[src/rtl/wave_sweep_ctrl.sv]
// Two-channel phase sweep controller: host-written shadow registers are loaded
// into the datapath at sweep start, then phasewords step every dwell period.
module wave_sweep_ctrl (
  input  logic        clk,
  input  logic        reset,
  input  logic        cfg_valid,
  output logic        cfg_ready,
  input  logic [3:0]  cfg_addr,
  input  logic [15:0] cfg_data,
  input  logic        start,
  input  logic        abort,
  output logic [31:0] amps,
  output logic [31:0] offsets,
  output logic [31:0] phasewords,
  output logic        busy,
  output logic        done
);

  typedef enum logic [2:0] {
    S_IDLE,
    S_LOAD,
    S_DWELL,
    S_STEP,
    S_DONE
  } state_t;

  state_t state, state_nxt;

  logic [15:0] amp0, amp1, off0, off1, pw0, pw1, step0, step1, nsteps, dwell;
  logic [15:0] step_cnt, dwell_cnt;
  logic        dwell_last, step_last;

  // dwell=0 behaves as dwell=1: the first DWELL cycle is always the last
  always_comb begin
    dwell_last = (dwell == 16'd0) ? 1'b1 : (dwell_cnt >= (dwell - 16'd1));
    step_last  = ((step_cnt + 16'd1) == nsteps);
  end

  always_ff @(posedge clk or negedge reset) begin
    if (!reset) state <= S_IDLE;
    else        state <= state_nxt;
  end

  always_comb begin
    state_nxt = state;
    case (state)
      S_IDLE:  if (start && !abort) state_nxt = S_LOAD;
      S_LOAD:  if (abort)                state_nxt = S_IDLE;
               else if (nsteps == 16'd0) state_nxt = S_DONE;
               else                      state_nxt = S_DWELL;
      S_DWELL: if (abort)           state_nxt = S_IDLE;
               else if (dwell_last) state_nxt = S_STEP;
      S_STEP:  if (abort)          state_nxt = S_IDLE;
               else if (step_last) state_nxt = S_DONE;
               else                state_nxt = S_DWELL;
      S_DONE:  state_nxt = S_IDLE;
      default: state_nxt = S_IDLE;
    endcase
  end

  always_comb begin
    busy      = (state != S_IDLE);
    done      = (state == S_DONE);
    cfg_ready = (state == S_IDLE);
  end

  always_ff @(posedge clk or negedge reset) begin
    if (!reset) begin
      amp0       <= '0;
      amp1       <= '0;
      off0       <= '0;
      off1       <= '0;
      pw0        <= '0;
      pw1        <= '0;
      step0      <= '0;
      step1      <= '0;
      nsteps     <= '0;
      dwell      <= '0;
      amps       <= '0;
      offsets    <= '0;
      phasewords <= '0;
      step_cnt   <= '0;
      dwell_cnt  <= '0;
    end else begin
      if (cfg_valid && cfg_ready) begin
        case (cfg_addr)
          4'd0:    amp0   <= cfg_data;
          4'd1:    amp1   <= cfg_data;
          4'd2:    off0   <= cfg_data;
          4'd3:    off1   <= cfg_data;
          4'd4:    pw0    <= cfg_data;
          4'd5:    pw1    <= cfg_data;
          4'd6:    step0  <= cfg_data;
          4'd7:    step1  <= cfg_data;
          4'd8:    nsteps <= cfg_data;
          4'd9:    dwell  <= cfg_data;
          default: ;
        endcase
      end
      // abort takes priority: the edge leaving for IDLE never updates outputs
      if (!abort) begin
        case (state)
          S_LOAD: begin
            amps       <= {amp1, amp0};
            offsets    <= {off1, off0};
            phasewords <= {pw1, pw0};
            step_cnt   <= '0;
            dwell_cnt  <= '0;
          end
          S_DWELL: begin
            if (!dwell_last) dwell_cnt <= dwell_cnt + 16'd1;
          end
          S_STEP: begin
            phasewords <= {phasewords[31:16] + step1, phasewords[15:0] + step0};
            step_cnt   <= step_cnt + 16'd1;
            dwell_cnt  <= '0;
          end
          default: ;
        endcase
      end
    end
  end

endmodule

[config.mk]
export PLATFORM = sky130hd
export DESIGN_NAME = wave_sweep_ctrl
export DESIGN_NICKNAME = d
export VERILOG_FILES = /design/src/rtl/wave_sweep_ctrl.sv
export SDC_FILE = /design/constraint.sdc
export NUM_CORES = 1
export LEC_CHECK = 0
export BUFFER_PORTS_ARGS = -buffer_cell sky130_fd_sc_hd__buf_2
export CAP_MARGIN = 20
export CORE_MARGIN = 1
export CORE_UTILIZATION = 35
export CTS_BUF_LIST = sky130_fd_sc_hd__clkbuf_4 sky130_fd_sc_hd__clkbuf_8 sky130_fd_sc_hd__clkbuf_16
export DETAILED_ROUTE_END_ITERATION = 8
export GPL_ROUTABILITY_DRIVEN = 1
export PLACE_DENSITY = 0.53
export REMOVE_ABC_BUFFERS = 1
export SLEW_MARGIN = 20
export SYNTH_ARGS = -nofsm -noshare
export SYNTH_HDL_FRONTEND = slang
export SYNTH_SLANG_ARGS = --single-unit
[constraint.sdc]
create_clock -name clk -period 3.95 [get_ports clk]
set_clock_uncertainty 0.1 [all_clocks]
set_input_delay 0.79 -clock clk [delete_from_list [all_inputs] [get_ports clk]]
set_output_delay 0.79 -clock clk [all_outputs]
set_load 0.01 [all_outputs]
==> results of run 1 <==
## area by class of cell
class | count | area [µm²]
Fill cell | 3721 | 22500
Sequential cell | 291 | 7280
Inverter | 22 | 82.6
Timing Repair Buffer | 156 | 927
Clock inverter | 10 | 96.3
Multi-Input combinational cell | 792 | 6360
Tap cell | 518 | 648
Clock buffer | 47 | 992
## logic make-up (layout without fill, tap and decap cells)
group,after synthesis,after routing
DFF,291,291
and+or+nand+nor,252,252
muxes,243,243
AOI/OAI and AO/OA,180,180
buffers and inverters,86,235
xor gates and xnor gates,66,66
adders and majority gates,51,51
## power by group
part | switching, W | leakage (nW) | internal (W) | total (W)
Combinational | 0.00199 | 3.34 | 0.00200 | 0.00399
Sequential | 0.000707 | 3.70 | 0.00404 | 0.00475
Clock | 0.00123 | 0.547 | 0.00182 | 0.00305
Total | 0.00393 | 7.59 | 0.00786 | 0.0118
## cells in the final DEF, fill, tap and decap left out, drive strengths merged, types with 4 or more instances in the layout
| master | netlist | routed |
|---|---|---|
| or3 | 12 | 12 |
| a21o | 10 | 10 |
| o21ai | 73 | 73 |
| nand4 | 11 | 11 |
| nand3b | 4 | 4 |
| dfrtp | 291 | 291 |
| a21oi | 36 | 36 |
| mux2i | 18 | 18 |
| nand2 | 82 | 82 |
| nand3 | 21 | 21 |
| inv | 22 | 24 |
| mux2 | 225 | 225 |
| clkbuf | 44 | 47 |
| nor2 | 53 | 53 |
| nand2b | 4 | 4 |
| clkinv | 0 | 6 |
| nor4 | 8 | 8 |
| nor3 | 16 | 16 |
| buf | 20 | 156 |
| nor2b | 8 | 8 |
| xor2 | 33 | 33 |
| o22ai | 21 | 21 |
| a211oi | 6 | 6 |
| ha | 49 | 49 |
| or4 | 5 | 5 |
| or2 | 6 | 6 |
| and3 | 6 | 6 |
| a31oi | 5 | 5 |
| and2 | 5 | 5 |
| nor3b | 8 | 8 |
| xnor2 | 33 | 33 |
## per-layer routing
layer / vias to the layer above / track usage
met4: 0 / 0.0384
li1: 4429 / -
met3: 40 / 0.0298
met1: 4826 / 0.253
met5: - / 0
met2: 149 / 0.277
## through the flow
step                      total power (W)  instance area, µm²  setup WS, ns  hold slack [ns]  TNS, ns
after floorplan                   0.00733               13600         -1.78            0.366  -114.05
after global placement            0.00867               15200        -0.154            0.382   -0.259
after detailed placement          0.00876               15200        -0.241            0.386   -0.509
after CTS                          0.0119               16300        0.0282            0.188        0
after global routing               0.0126               16400        -0.186            0.197    -1.51
final                              0.0118               16400      0.000806            0.159        0
## critical path, delay by kind of cell, from the launching register on
| kind | cells | cell delay [ns] |
|---|---|---|
| simple gates | 7 | 2.22 |
| fa+ha+maj | 1 | 0.19 |
| flops | 1 | 0.37 |
| xor+xnor | 1 | 0.16 |
| compound gates | 4 | 0.70 |
| buf+inv | 1 | 0.14 |
## worst min path at each step
| stage | startpoint | endpoint | cells after the start |
|---|---|---|---|
| 2_1_floorplan | step_cnt[1] | step_cnt[1] | 2 |
| 3_3_place_gp | amp0[3] | amps[3] | 1 |
| 3_5_place_dp | off0[10] | offsets[10] | 1 |
| 4_1_cts | reset | step_cnt[2] | 1 |
| 5_1_grt | reset | step0[0] | 1 |
| 6_report | reset | step0[0] | 1 |
## timing repair
action	in CTS	in global routing
gates cloned	0	0
pin swaps	5	10
hold buffers	0	0
resized for setup	6	11
setup endpoints to repair	5	16
==> results by group, run 1 <==
Die
  – Die Outline Area: slightly above 40000 µm²
  – Initial core utilization: 0.357
  – Standard-cell rows: ~70
  – Area of the core: between 30000 and 40000 µm²
  – Count of boundary I/O pins: ~120
  – Die Width: between 200 and 250 µm
  – Vertical die dimension: approximately 200 µm

Synth
  – Total of flip-flops plus latches after synthesis: about 290
  – Main synth FF type: sky130_fd_sc_hd__dfrtp_1
  – Multiplexer area fraction after synthesis: 0.195
  – Async set-or-reset flop fraction in the synthesized netlist: 1.00
  – Count of mapped cells out of synthesis: 1169
  – Yosys Warn Count: 0
  – Top post-synthesis cells by count: 291 x sky130_fd_sc_hd__dfrtp_1, 225 x sky130_fd_sc_hd__mux2_2, 82 x sky130_fd_sc_hd__nand2_1, 71 x sky130_fd_sc_hd__o21ai_0, 53 x sky130_fd_sc_hd__nor2_1
  – Part of the Yosys area used for sequential elements: 0.524
  – Average cell area after synthesis: about 12 µm²
  – Number of flops mapped to enable cells by yosys: 0
  – Count of unique library cells instantiated by Yosys: 62
  – Leading post-synthesis cells by cell area: sky130_fd_sc_hd__dfrtp_1 52%, sky130_fd_sc_hd__mux2_2 18%, sky130_fd_sc_hd__ha_1 4.4%, sky130_fd_sc_hd__o21ai_0 2.6%, sky130_fd_sc_hd__nand2_1 2.2%
  – Synthesized-area fraction occupied by and/or/nand/nor cells: 0.0910
  – Combinational family with the most area after synthesis: multiplexers
  – Share of the synthesized netlist area taken by xor and xnor gates: 0.0416
  – Adder and majority gate portion of the synthesized area: 0.0470
  – Synthesized-area fraction occupied by ao, oa, aoi and oai cells: 0.0767
  – Netlist Area Pre-Place: roughly 14000 µm²
  – Fraction of post-synthesis cell area in the top cell type by area: 0.524
  – Cell type with the highest aggregate area in the netlist: sky130_fd_sc_hd__dfrtp_1
  – Leading cell type by number of instances after synthesis: sky130_fd_sc_hd__dfrtp_1

Cells and area
  – Area delta synth->final: 18.0%
  – Share of the core filled with cells in the final layout: 0.421
  – Largest registers: amps: 32 flops, offsets: 32 flops, phasewords: 32 flops
  – Cell Count, Final, Fillers Out: ~1800
  – Number of antenna diodes: 0
  – Fraction of layout instances using a drive strength above 1: 0.357
  – # nets final: between 1000 and 1500

Setup path
  – Worst flop-to-flop path startpoint: dwell[2]
  – Setup CP Type: reg2reg
  – Worst R2R Path Depth: 14
  – Arrival time of the worst setup path: 4.29 ns
  – Required time at the endpoint of the critical path: 4.29 ns
  – Crit start category: flop
  – Minimum setup slack among reg-to-reg paths: between 0.0008 and 0.0009 ns
  – Critical path capture point: dwell_cnt[15]
  – Endpoint of the worst register-to-register path: dwell_cnt[15]
  – Chain of cells forming the critical path: or3_4 -> or3_4 -> or3_4 -> buf_6 -> xor2_1 -> ha_2 -> or3_4 -> a211oi_2 -> o311ai_1 -> a311oi_1 -> or2_4 -> nand4_4 -> or4_4 -> a21oi_2
  – Worst Setup End Kind: flop
  – Launching element of the worst setup path: dwell[2]
  – Slowest Stage Delay on Critical Path: 0.44 ns
  – Worst-path fanout max: 6
  – Cell type with the highest occurrence count on the critical path: sky130_fd_sc_hd__or3_4
  – Slowest stage cell, crit path: sky130_fd_sc_hd__or4_4

CTS
  – Post-CTS setup buffer count: 0
  – CTS tree: yes
  – CTS Sinks: slightly below 300
  – Clock-pin transition on the worst setup and hold timing paths: around 0.060 ns
  – Number of buffers between clock root and the deepest sink: 3
  – Number of buffers added by the clock tree synthesis step: 34
  – Buffer cell driving the clock tree root: sky130_fd_sc_hd__clkbuf_16
  – H-tree levels: 2
  – Clock network latency to the later pin of the worst-skew pair: about 0.51 ns

Timing
  – Highest achievable clock rate: between 200 and 300 MHz
  – Actual slew at the worst max-slew pin: about 0.94 ns
  – Final hold violation count: 0
  – Setup repair after global routing missed its margin: yes
  – Period utilization: 1.00
  – Minimum clock period: between 3 and 4 ns
  – Rel. slew slack: 0.373
  – Max Transition Viols Final: 0
  – Final Setup Violations: 0

GRT
  – Largest net degree at the start of global routing: 82
  – Remaining Overflow, GRT: 0
  – Initial antenna violation count: 0
  – Vias in the first global route: 9546
  – Gr usage total: 0.176
  – Wire length of the first global-routing pass: approximately 56000 µm

Detailed routing
  – Wire length on met3: around 1400 µm
  – Detailed-routing iteration count for the pre-antenna-repair pass: 5
  – Detailed-routed wire length on met2: 15900 µm
  – Remaining number of nets flagged by the antenna check after routing: 0
  – Post-DR wirelength/cell: 19.1 µm
  – Vias per Instance: slightly above 5
  – Wirelength, routed: roughly 35000 µm
  – DRC violation count after routing: 0
  – Vias after detailed routing: approximately 9400
  – 1st-iter DRT viols: 543
  – Highest signal layer in the routed design: met4
  – Met1 WL: ~17000 µm

Power
  – Leakage component of the power: 7.59 nW
  – Power per cell area: between 700 and 800 nW/µm²
  – Peak VDD IR: 363 µV

Placed design
  – Port buffer count: between 100 and 150
  – Number of placed cells counting well taps: 1779
  – Final estimated routing congestion in global placement: around 0.84
  – DP Wirelength: 22800 µm

Outcome
  – Result of the run: finished, final reports clean

Flow run
  – Max Cap Viol: 0

Min path
  – Worst hold path class: in2async
Power figures use the tool's default switching activity.
==> inputs of run 2 (changes only) <==
==> constraint.sdc (replaced) <==
create_clock -name clk -period 3.95 [get_ports clk]
set_clock_uncertainty 0.1 [all_clocks]
set_input_delay 0.1975 -clock clk [delete_from_list [all_inputs] [get_ports clk]]
set_output_delay 0.1975 -clock clk [all_outputs]
set_load 0.01 [all_outputs]
==> results by group, run 2 (synthesis results as in run 1) <==
Cells and area
  – # nets final: 1380 (+0.51%)
  – Commonest cells after routing, fill and taps aside: 291 x sky130_fd_sc_hd__dfrtp_1, 225 x sky130_fd_sc_hd__mux2_2, 122 x sky130_fd_sc_hd__buf_2
  – Fraction of layout instances using a drive strength above 1: 0.359 (+0.00280)
  – Share of the core filled with cells in the final layout: 0.424 (+0.00273)
  – Sequential cell area: 7280 µm² (unchanged)
  – Largest registers: amps: 32 flops, offsets: 32 flops, phasewords: 32 flops
  – Number of antenna diodes: 0 (unchanged)
  – Area delta synth->final: 18.8%
  – Area of combinational cells with multiple inputs: 6390 µm² (+0.39%)
  – Fillcell total: 3721 (unchanged)
  – Most common cell after layout, fill and taps aside: sky130_fd_sc_hd__dfrtp_1
  – Fin area: 16500 µm² (+0.65%)

Setup path
  – Arrival time of the worst setup path: 4.40 ns (+0.11 ns)
  – Worst R2R Path Depth: 15 (+1)
  – Required time at the endpoint of the critical path: 4.30 ns (about the same)
  – Endpoint of the worst register-to-register path: dwell_cnt[15]
  – Critical path capture point: dwell_cnt[15]
  – Launching element of the worst setup path: dwell[3]
  – Worst flop-to-flop path startpoint: dwell[3]
  – Worst Setup End Kind: flop
  – Setup CP Type: reg2reg
  – Crit start category: flop
  – Worst-path fanout max: 6 (unchanged)
  – Minimum setup slack among reg-to-reg paths: -0.1 ns (-0.10 ns)

Detailed routing
  – 1st-iter DRT viols: 366 (-33%)
  – Detailed-routing iteration count for the pre-antenna-repair pass: 5 (unchanged)
  – Remaining number of nets flagged by the antenna check after routing: 0 (unchanged)
  – Vias per Instance: 5.03 (-2.2%)
  – DRC violation count after routing: 0 (unchanged)
  – Wirelength, routed: 34700 µm (-1.0%)
  – Post-DR wirelength/cell: 18.8 µm (-1.7%)
  – Vias after detailed routing: 9301 (-1.5%)

Die
  – Count of boundary I/O pins: 124 (unchanged)
  – Vertical die dimension: 201 µm (unchanged)
  – Standard-cell rows: 72 (unchanged)
  – Die Width: 201 µm (unchanged)
  – Area of the core: 38900 µm² (unchanged)
  – Die Outline Area: 40500 µm² (unchanged)
  – Initial core utilization: 0.357 (unchanged)

GRT
  – Vias in the first global route: 9369 (-1.9%)
  – Gr usage total: 0.173 (-0.00226)
  – Initial antenna violation count: 0 (unchanged)
  – Wire length of the first global-routing pass: 55000 µm (-1.6%)
  – Remaining Overflow, GRT: 0 (unchanged)
  – Largest net degree at the start of global routing: 111 (+35%)

Flow run
  – Max Cap Viol: 0 (unchanged)

Timing
  – Setup repair after global routing missed its margin: yes
  – Max Transition Viols Final: 0 (unchanged)
  – Post-route worst setup slack: -0.0993 ns (-0.100 ns)
  – Final Setup Violations: 11 (+11)
  – Minimum clock period: 4.05 ns (+0.100 ns)
  – Final hold violation count: 1 (+1)
  – Rel. slew slack: 0.306 (-0.0664)
  – Period utilization: 1.03 (+0.0253)
  – Actual slew at the worst max-slew pin: 1.04 ns (+0.0965 ns)
  – Highest achievable clock rate: 247 MHz (-2.5%)
  – Worst-case hold slack: -0.00650 ns (-0.166 ns)

Power
  – Total power after layout: 0.0118 W (+0.46%)
  – Switching part of the total: 0.332 (-0.00101)
  – Fraction of power consumed by the clock network: 0.263 (+0.004)
  – Int Pwr: 0.00791 W (+0.61%)
  – Power per cell area: 718 nW/µm² (-0.19%)
  – Net switching component of the power: 0.00393 W (+0.15%)
  – Leakage component of the power: 7.64 nW (+0.69%)
  – Combinational power share: 0.337 (about the same)
  – Peak VDD IR: 335 µV (-7.7%)
  – Sequential cell fraction of total power: 0.400 (-0.003)

Min path
  – Worst hold path class: in2reg
  – Hold_sp: cfg_data[1]

CTS
  – Clock network latency to the later pin of the worst-skew pair: 0.52 ns (about the same)
  – CTS tree: yes
  – Number of buffers between clock root and the deepest sink: 3 (unchanged)
  – Clock-pin transition on the worst setup and hold timing paths: 0.06 ns (about the same)
  – Number of buffers added by the clock tree synthesis step: 34 (unchanged)
  – CTS Sinks: 291 (unchanged)
  – Buffer cell driving the clock tree root: sky130_fd_sc_hd__clkbuf_16
  – H-tree levels: 2 (unchanged)

Placed design
  – Final estimated routing congestion in global placement: 0.818 (-2.6%)
  – Placement Cell Area: 15200 µm² (about the same)
  – DP Wirelength: 22900 µm (about the same)
  – Port buffer count: 123 (unchanged)
  – Setup slack at placement: -0.297 ns (-0.0565 ns)

Outcome
  – Result of the run: complete, but fails checks
  – Violations in the final reports: negative hold slack, negative setup slack
-- run 2: changes by cell type in the layout (fill, tap and decap cells not counted), sizes merged --
cell / before / now
dlygate4sd3: 0 / 4
clkbuf: 47 / 50
clkinvlp: 1 / 0
clkinv: 6 / 9
buf: 156 / 159
-- run 2: worst min path at each step --
stage | to | slack, ns | cells past startpoint
after floorplan | amp0[0] | -0.20 | 0
after global placement | step0[0] | 0.26 | 1
after detailed placement | step0[0] | 0.25 | 1
after CTS | step1[1] | 0.002 | 3
after global routing | step1[1] | 0.02 | 3
final | step1[1] | -0.006 | 3
-- run 2: power groups by stage --
stage	clock, W	combinational (W)	sequential, W
final	0.00311	0.00399	0.00474
after global routing	0.00332	0.00443	0.00490
after CTS	0.00320	0.00401	0.00475
after detailed placement	0	0.00396	0.00479
after global placement	0	0.00391	0.00476
after floorplan	0	0.00246	0.00487
-- run 2: routing by layer --
metal  wire, µm  GRT usage  vias to the layer above
met5          0          0                        -
met4        605     0.0417                        0
met3       1530     0.0309                       43
met2      15600      0.274                      150
met1      17000      0.247                     4659
li1           -          -                     4449
-- run 2: critical path, cell delays in order, from the launching register on --
cell and delay [ns]:
sky130_fd_sc_hd__dfrtp_1 0.38, sky130_fd_sc_hd__or3_4 0.40, sky130_fd_sc_hd__or3_4 0.34, sky130_fd_sc_hd__or3_4 0.37, sky130_fd_sc_hd__nor3_1 0.21, sky130_fd_sc_hd__xnor2_1 0.16, sky130_fd_sc_hd__ha_1 0.27, sky130_fd_sc_hd__nand4_1 0.13
sky130_fd_sc_hd__a211oi_2 0.07, sky130_fd_sc_hd__a211oi_4 0.21, sky130_fd_sc_hd__o311ai_2 0.13, sky130_fd_sc_hd__a311oi_1 0.33, sky130_fd_sc_hd__or2_4 0.20, sky130_fd_sc_hd__nand4_4 0.12, sky130_fd_sc_hd__or4_1 0.43, sky130_fd_sc_hd__a21oi_2 0.13
-- run 2: repair_timing --
action,in CTS,in global routing
hold endpoints to repair,107,0
pin swaps,8,4
setup buffers,0,3
gates resized for setup,9,12
gates cloned,0,0
endpoints found under the setup margin,16,16
hold buffers,4,0
-- run 2: through the flow --
step	std cells	setup TNS [ns]
finish	1848	-0.459
global route	1848	-3.22
CTS	1845	-0.0425
detailed placement	1779	-1.40
global placement	1779	-0.298
floorplan	1105	-88.15
-- run 2: layout make-up --
class	count	area share
sequential	291	0.441
multi-input combinational	792	0.387
clock buffer	50	0.0611
timing repair buffer	163	0.0595
tap	518	0.0393
clock inverter	12	0.00652
inverter	22	0.00500
